## src/rtl/uart_rx_param.sv

```systemverilog
// uart_rx_param: oversampled UART receiver with false-start rejection, error flags and a valid/ready holding register.
// Build option: define UART_RX_PARITY_EN to add the parity bit stage (sense chosen by PARITY_ODD).
module uart_rx_param #(
    parameter int DATA_BITS  = 8,
    parameter int OVERSAMPLE = 16,
    parameter int STOP_BITS  = 1,
    parameter int PARITY_ODD = 0
) (
    input  logic                 clk,
    input  logic                 reset_n,
    input  logic                 baud_tick,
    input  logic                 rx,
    output logic [DATA_BITS-1:0] dout,
    output logic                 rx_valid,
    input  logic                 rx_ready,
    output logic                 frame_err,
    output logic                 parity_err,
    output logic                 overrun_err,
    output logic                 break_det,
    output logic                 busy
);
    // state  | meaning
    // IDLE   | line idle, waiting for rxs low
    // START  | confirming the start bit at half-bit
    // DATA   | sampling DATA_BITS data bits mid-bit
    // PARITY | sampling the parity bit
    // STOP   | sampling STOP_BITS stop bits, word completes on the last
    // BREAK  | line held low, waiting for release
    typedef enum logic [2:0] {
        S_IDLE, S_START, S_DATA, S_PARITY, S_STOP, S_BREAK
    } state_t;

    if (DATA_BITS < 5 || DATA_BITS > 9 || OVERSAMPLE < 8 || OVERSAMPLE > 32 ||
        (OVERSAMPLE % 2) != 0 || STOP_BITS < 1 || STOP_BITS > 2 ||
        PARITY_ODD < 0 || PARITY_ODD > 1) begin : g_bad_cfg
        $error("uart_rx_param: illegal parameter set");
    end

    localparam int            TW        = $clog2(OVERSAMPLE);
    localparam logic [TW-1:0] HALF_M1   = TW'(OVERSAMPLE / 2 - 1);
    localparam logic [TW-1:0] FULL_M1   = TW'(OVERSAMPLE - 1);
    localparam logic [3:0]    LAST_BIT  = 4'(DATA_BITS - 1);
    localparam logic          LAST_STOP = 1'(STOP_BITS - 1);

    state_t               state_q;
    logic                 rx_s1_q, rx_s2_q;
    logic [TW-1:0]        tick_cnt_q;
    logic [3:0]           bit_cnt_q;
    logic                 stop_cnt_q;
    logic [DATA_BITS-1:0] shift_q;
    logic [DATA_BITS-1:0] dout_q;
    logic                 frm_acc_q;
    logic                 rx_valid_q;
    logic                 frame_err_q;
    logic                 overrun_q;

    logic          rxs;
    logic          mid_bit;
    logic [TW-1:0] tick_adv;
    logic          frame_bad;
    logic          accept;

    assign rxs       = rx_s2_q;
    assign mid_bit   = baud_tick && (tick_cnt_q == FULL_M1);
    assign tick_adv  = mid_bit ? '0 : tick_cnt_q + 1'b1;
    assign frame_bad = frm_acc_q || !rxs;
    assign accept    = rx_valid_q && rx_ready;

`ifdef UART_RX_PARITY_EN
    localparam logic PAR_SENSE = 1'(PARITY_ODD);
    logic par_bad_q;
    logic parity_err_q;
    assign parity_err = parity_err_q;
`else
    assign parity_err = 1'b0;
`endif

    always_ff @(posedge clk or negedge reset_n) begin
        if (!reset_n) begin
            rx_s1_q     <= 1'b1;
            rx_s2_q     <= 1'b1;
            state_q     <= S_IDLE;
            tick_cnt_q  <= '0;
            bit_cnt_q   <= '0;
            stop_cnt_q  <= 1'b0;
            shift_q     <= '0;
            frm_acc_q   <= 1'b0;
            dout_q      <= '0;
            rx_valid_q  <= 1'b0;
            frame_err_q <= 1'b0;
            overrun_q   <= 1'b0;
`ifdef UART_RX_PARITY_EN
            par_bad_q    <= 1'b0;
            parity_err_q <= 1'b0;
`endif
        end else begin
            rx_s1_q   <= rx;
            rx_s2_q   <= rx_s1_q;
            overrun_q <= 1'b0;
            if (accept) begin
                rx_valid_q <= 1'b0;
            end
            case (state_q)
                S_IDLE: begin
                    if (!rxs) begin
                        state_q    <= S_START;
                        tick_cnt_q <= '0;
                    end
                end
                S_START: begin
                    if (baud_tick) begin
                        if (tick_cnt_q == HALF_M1) begin
                            tick_cnt_q <= '0;
                            bit_cnt_q  <= '0;
                            state_q    <= rxs ? S_IDLE : S_DATA;
                        end else begin
                            tick_cnt_q <= tick_cnt_q + 1'b1;
                        end
                    end
                end
                S_DATA: begin
                    if (baud_tick) begin
                        tick_cnt_q <= tick_adv;
                    end
                    if (mid_bit) begin
                        shift_q   <= {rxs, shift_q[DATA_BITS-1:1]};
                        bit_cnt_q <= bit_cnt_q + 1'b1;
                        if (bit_cnt_q == LAST_BIT) begin
                            stop_cnt_q <= 1'b0;
                            frm_acc_q  <= 1'b0;
`ifdef UART_RX_PARITY_EN
                            state_q    <= S_PARITY;
`else
                            state_q    <= S_STOP;
`endif
                        end
                    end
                end
`ifdef UART_RX_PARITY_EN
                S_PARITY: begin
                    if (baud_tick) begin
                        tick_cnt_q <= tick_adv;
                    end
                    if (mid_bit) begin
                        par_bad_q <= ((^shift_q) ^ rxs) != PAR_SENSE;
                        state_q   <= S_STOP;
                    end
                end
`endif
                S_STOP: begin
                    if (baud_tick) begin
                        tick_cnt_q <= tick_adv;
                    end
                    if (mid_bit) begin
                        frm_acc_q  <= frame_bad;
                        stop_cnt_q <= stop_cnt_q + 1'b1;
                        // Last stop sample: the word completes now, mid-bit, so a
                        // back-to-back start edge is still seen from IDLE.
                        if (stop_cnt_q == LAST_STOP) begin
                            dout_q      <= shift_q;
                            frame_err_q <= frame_bad;
                            rx_valid_q  <= 1'b1;
                            overrun_q   <= rx_valid_q && !rx_ready;
`ifdef UART_RX_PARITY_EN
                            parity_err_q <= par_bad_q;
`endif
                            state_q <= (!rxs && shift_q == '0) ? S_BREAK : S_IDLE;
                        end
                    end
                end
                S_BREAK: begin
                    if (rxs) begin
                        state_q <= S_IDLE;
                    end
                end
                default: state_q <= S_IDLE;
            endcase
        end
    end

    assign dout        = dout_q;
    assign rx_valid    = rx_valid_q;
    assign frame_err   = frame_err_q;
    assign overrun_err = overrun_q;
    assign break_det   = (state_q == S_BREAK);
    assign busy        = (state_q != S_IDLE);

endmodule
```

## config.mk

```make
export PLATFORM = sky130hd
export DESIGN_NAME = uart_rx_param
export DESIGN_NICKNAME = d
export VERILOG_FILES = /design/src/rtl/uart_rx_param.sv
export SDC_FILE = /design/constraint.sdc
export NUM_CORES = 1
export LEC_CHECK = 0
export ABC_AREA = 1
export BUFFER_PORTS_ARGS = -buffer_cell sky130_fd_sc_hd__buf_2
export CELL_PAD_IN_SITES_DETAIL_PLACEMENT = 1
export CELL_PAD_IN_SITES_GLOBAL_PLACEMENT = 1
export CORE_MARGIN = 1
export CORE_UTILIZATION = 42
export CTS_CLUSTER_SIZE = 28
export DETAILED_ROUTE_END_ITERATION = 7
export GPL_TIMING_DRIVEN = 1
export PLACE_DENSITY = 0.85
export RECOVER_POWER = 100
export SYNTH_ARGS = -nofsm -noshare
export SYNTH_HDL_FRONTEND = slang
export SYNTH_SLANG_ARGS = --single-unit
```

## constraint.sdc

```tcl
create_clock -name clk -period 2.2 [get_ports clk]
set_clock_uncertainty 0.1 [all_clocks]
set_input_delay 0.22 -clock clk [delete_from_list [all_inputs] [get_ports clk]]
set_output_delay 0.22 -clock clk [all_outputs]
set_load 0.01 [all_outputs]
```

==> reports/qor.txt <==
CTS Root Cell: clkbuf_8
worst path arrival time: 1.92 ns
clock sinks: 34
Chip Height: 64.64 µm
Multi-input gate area: 648.1 µm²
num rows: 22
syn nets: 211
CTS tree: built
Synth Flop Type: dfrtp_1
DIE AREA: 4178 µm²
Setup Viol. Count Final: 0
Area Overhead vs Synth: 12.98%
Fin. Hold Viols: 0
number of global-route vias before repair: 1467
Post-Syn Instances: 204
layout cells sized above 1: 10.09%
DPL Wire Length: 2745 µm
worst vdd ir: 0.0005765 V
die span in x: 64.64 µm
RSZ-0062 raised after global routing: no
total gr overflow: 0
IO Count: 19
port bufs: 17
PwrDens: 902.8 nW/µm²
Leakage: 0.9455 nW
initial antenna violation count: 0
Post-synth EDFFs: 0
Crit Path Category: reg2reg
Tot GR Track Use: 21.00%
drt pass-1 iters: 4
status: completed
Min Hold Slack: 0.08396 ns
DRT iter0 DRCs: 41
Cell variety after synth: 24
Mapped Avg Cell Area: 8.078 µm²
ys async rst share: 100.0%
pin count of the biggest net entering global routing: 35
DR vias: 1399
drt via density: 5.069
Routed WL: 3714 µm
Worst-Margin Slew: 0.8429 ns
Clock transition at path regs: 0.07 ns
max cap viols: 0
final core utilization: 50.10%
Critical Path RT: 2.29 ns
first-pass GRT wire length: 6513 µm
Clock Latency Late Sink: 0.29 ns
nets@finish: 234
H-tree depth: 2
Register Area: 853.3 µm²
#FFs+latches synth: 34
DRC: 0
CP startpoint kind: register
Max clock buf depth: 2
slew margin rel.: 43.81%
Peak Freq: 0.5466 GHz
crit path capture type: register
part of the cycle the worst path needs: 83.16%
Post-Syn Area: 1648 µm²
Antenna Diode Count: 0
Setup Fix Bufs, Post-CTS: 0
total power: 1.681 mW
post-route setup TNS: 0 ns
Critical Path Fanout Max: 17
Yosys Warn Count: 0
antenna viol nets, final: 0
sequential share of the synthesized area: 51.78%
initial core utilization: 44.34%
Avg WL per Cell: 13.46 µm
fin. max-slew vios: 0
Inserted Clock Buffers: 5
hold crit path type: in2reg
fill count: 497
Final Critical Period: 1.830 ns
core area: 3716 µm²
RD Place Congestion: 0.8175
==> cells in the mapped netlist (2+ instances only) <==
master | n | area share [%]
nand2_2 | 3 | 1.1
dfrtp_1 | 32 | 49
inv_1 | 21 | 4.8
a21oi_1 | 4 | 1.2
xor2_1 | 2 | 1.1
dfstp_2 | 2 | 3.2
nor2_2 | 3 | 1.1
nand2_1 | 68 | 15
ha_1 | 2 | 1.5
o21ai_1 | 2 | 0.61
inv_2 | 4 | 0.91
o21ai_0 | 19 | 5.8
nor2_1 | 20 | 4.6
o21ai_2 | 5 | 2.7
nand3_1 | 8 | 2.4
==> worst max-delay path, stage by stage, from the launching register on <==
cell,delay [ns]
dfrtp_1,0.39
ha_1,0.17
nand2_1,0.13
nor2_4,0.21
nand2_2,0.23
a21boi_2,0.32
nand2_1,0.09
o21ai_0,0.09
==> kinds of logic (layout without fill, tap and decap cells) <==
kind of cell,count (synthesis),count (layout),share of synthesized area [%]
buffers and inverters,28,52,7.137
AND/OR/NAND/NOR,106,106,27.33
XOR/XNOR,2,2,1.063
other,1,1,0.2276
AO/OA/AOI/OAI,31,31,10.93
flip-flops,34,34,51.78
adder cells (fa/ha/maj),2,2,1.518
==> sequential cells by signal, indices dropped and copies added (netlist names) <==
| register | cells |
|---|---|
| stop_cnt_q | 1 |
| overrun_err | 1 |
| bit_cnt_q | 4 |
| rx_valid | 1 |
| rx_s1_q | 1 |
| rx_s2_q | 1 |
| dout | 8 |
| tick_cnt_q | 4 |
| state_q | 3 |
| shift_q | 8 |
| frm_acc_q | 1 |
| frame_err | 1 |
==> power by group <==
part	internal (mW)	switching [mW]	leakage, nW	total (mW)
logic	0.117	0.271	0.433	0.388
clock network	0.369	0.217	0.0585	0.586
registers	0.663	0.0440	0.454	0.707
total	1.15	0.532	0.946	1.68
==> per-stage QoR <==
stage               cells  setup WS [ns]  instance area (µm²)
floorplan             204         0.6601                 1648
global placement      266         0.5352                 1769
detailed placement    266         0.4431                 1769
CTS                   276         0.3864                 1906
global route          276         0.1519                 1862
finish                276         0.3705                 1862
==> metal layers <==
metal	up-vias	track usage, %	wire length, µm	share of wire [%]
li1	679	-	-	-
met1	693	24.37	1665	45
met2	23	36.05	1859	50
met3	4	5.282	121	3.3
met4	0	10.00	68	1.8
met5	-	0	0	0
==> layout by cell type, fill, tap and decap left out, types with 2 or more instances in the layout <==
master         count
nand2_1           70
inv_2              3
o21ai_1            2
buf_2              4
o21ai_0           24
dfrtp_1           32
clkbuf_1          13
a21oi_1            4
inv_1             22
clkbuf_8           6
nand3_1            8
dlygate4sd3_1      2
ha_1               2
nor2_1            22
xor2_1             2
dfstp_2            2
==> timing repair <==
action,4_1_cts,5_1_grt
resized for setup,0,0
endpoints found under the hold margin,33,0
hold buffers,2,0
==> final cells by class <==
cell class,count,area share [%]
flip-flops and latches,34,45.83
clock buffers,7,4.637
inverters,25,5.040
repair buffers,19,4.839
clock inverters,1,1.613
multi-input cells,142,34.81
well taps,48,3.226
==> worst paths after layout <==
kind                          startpoint      endpoint  slack, ns  cells past startpoint
max reg2reg                tick_cnt_q[0]  bit_cnt_q[2]       0.37                      7
min in group asynchronous        reset_n    state_q[2]       0.47                      2
min reg2reg                      rx_s1_q       rx_s2_q       0.25                      0
min                             rx_ready   overrun_err       0.08                      4
max                        tick_cnt_q[0]  bit_cnt_q[2]       0.37                      7
max in group asynchronous        reset_n  bit_cnt_q[2]       1.00                      2
(Power assumes the default switching activity.)
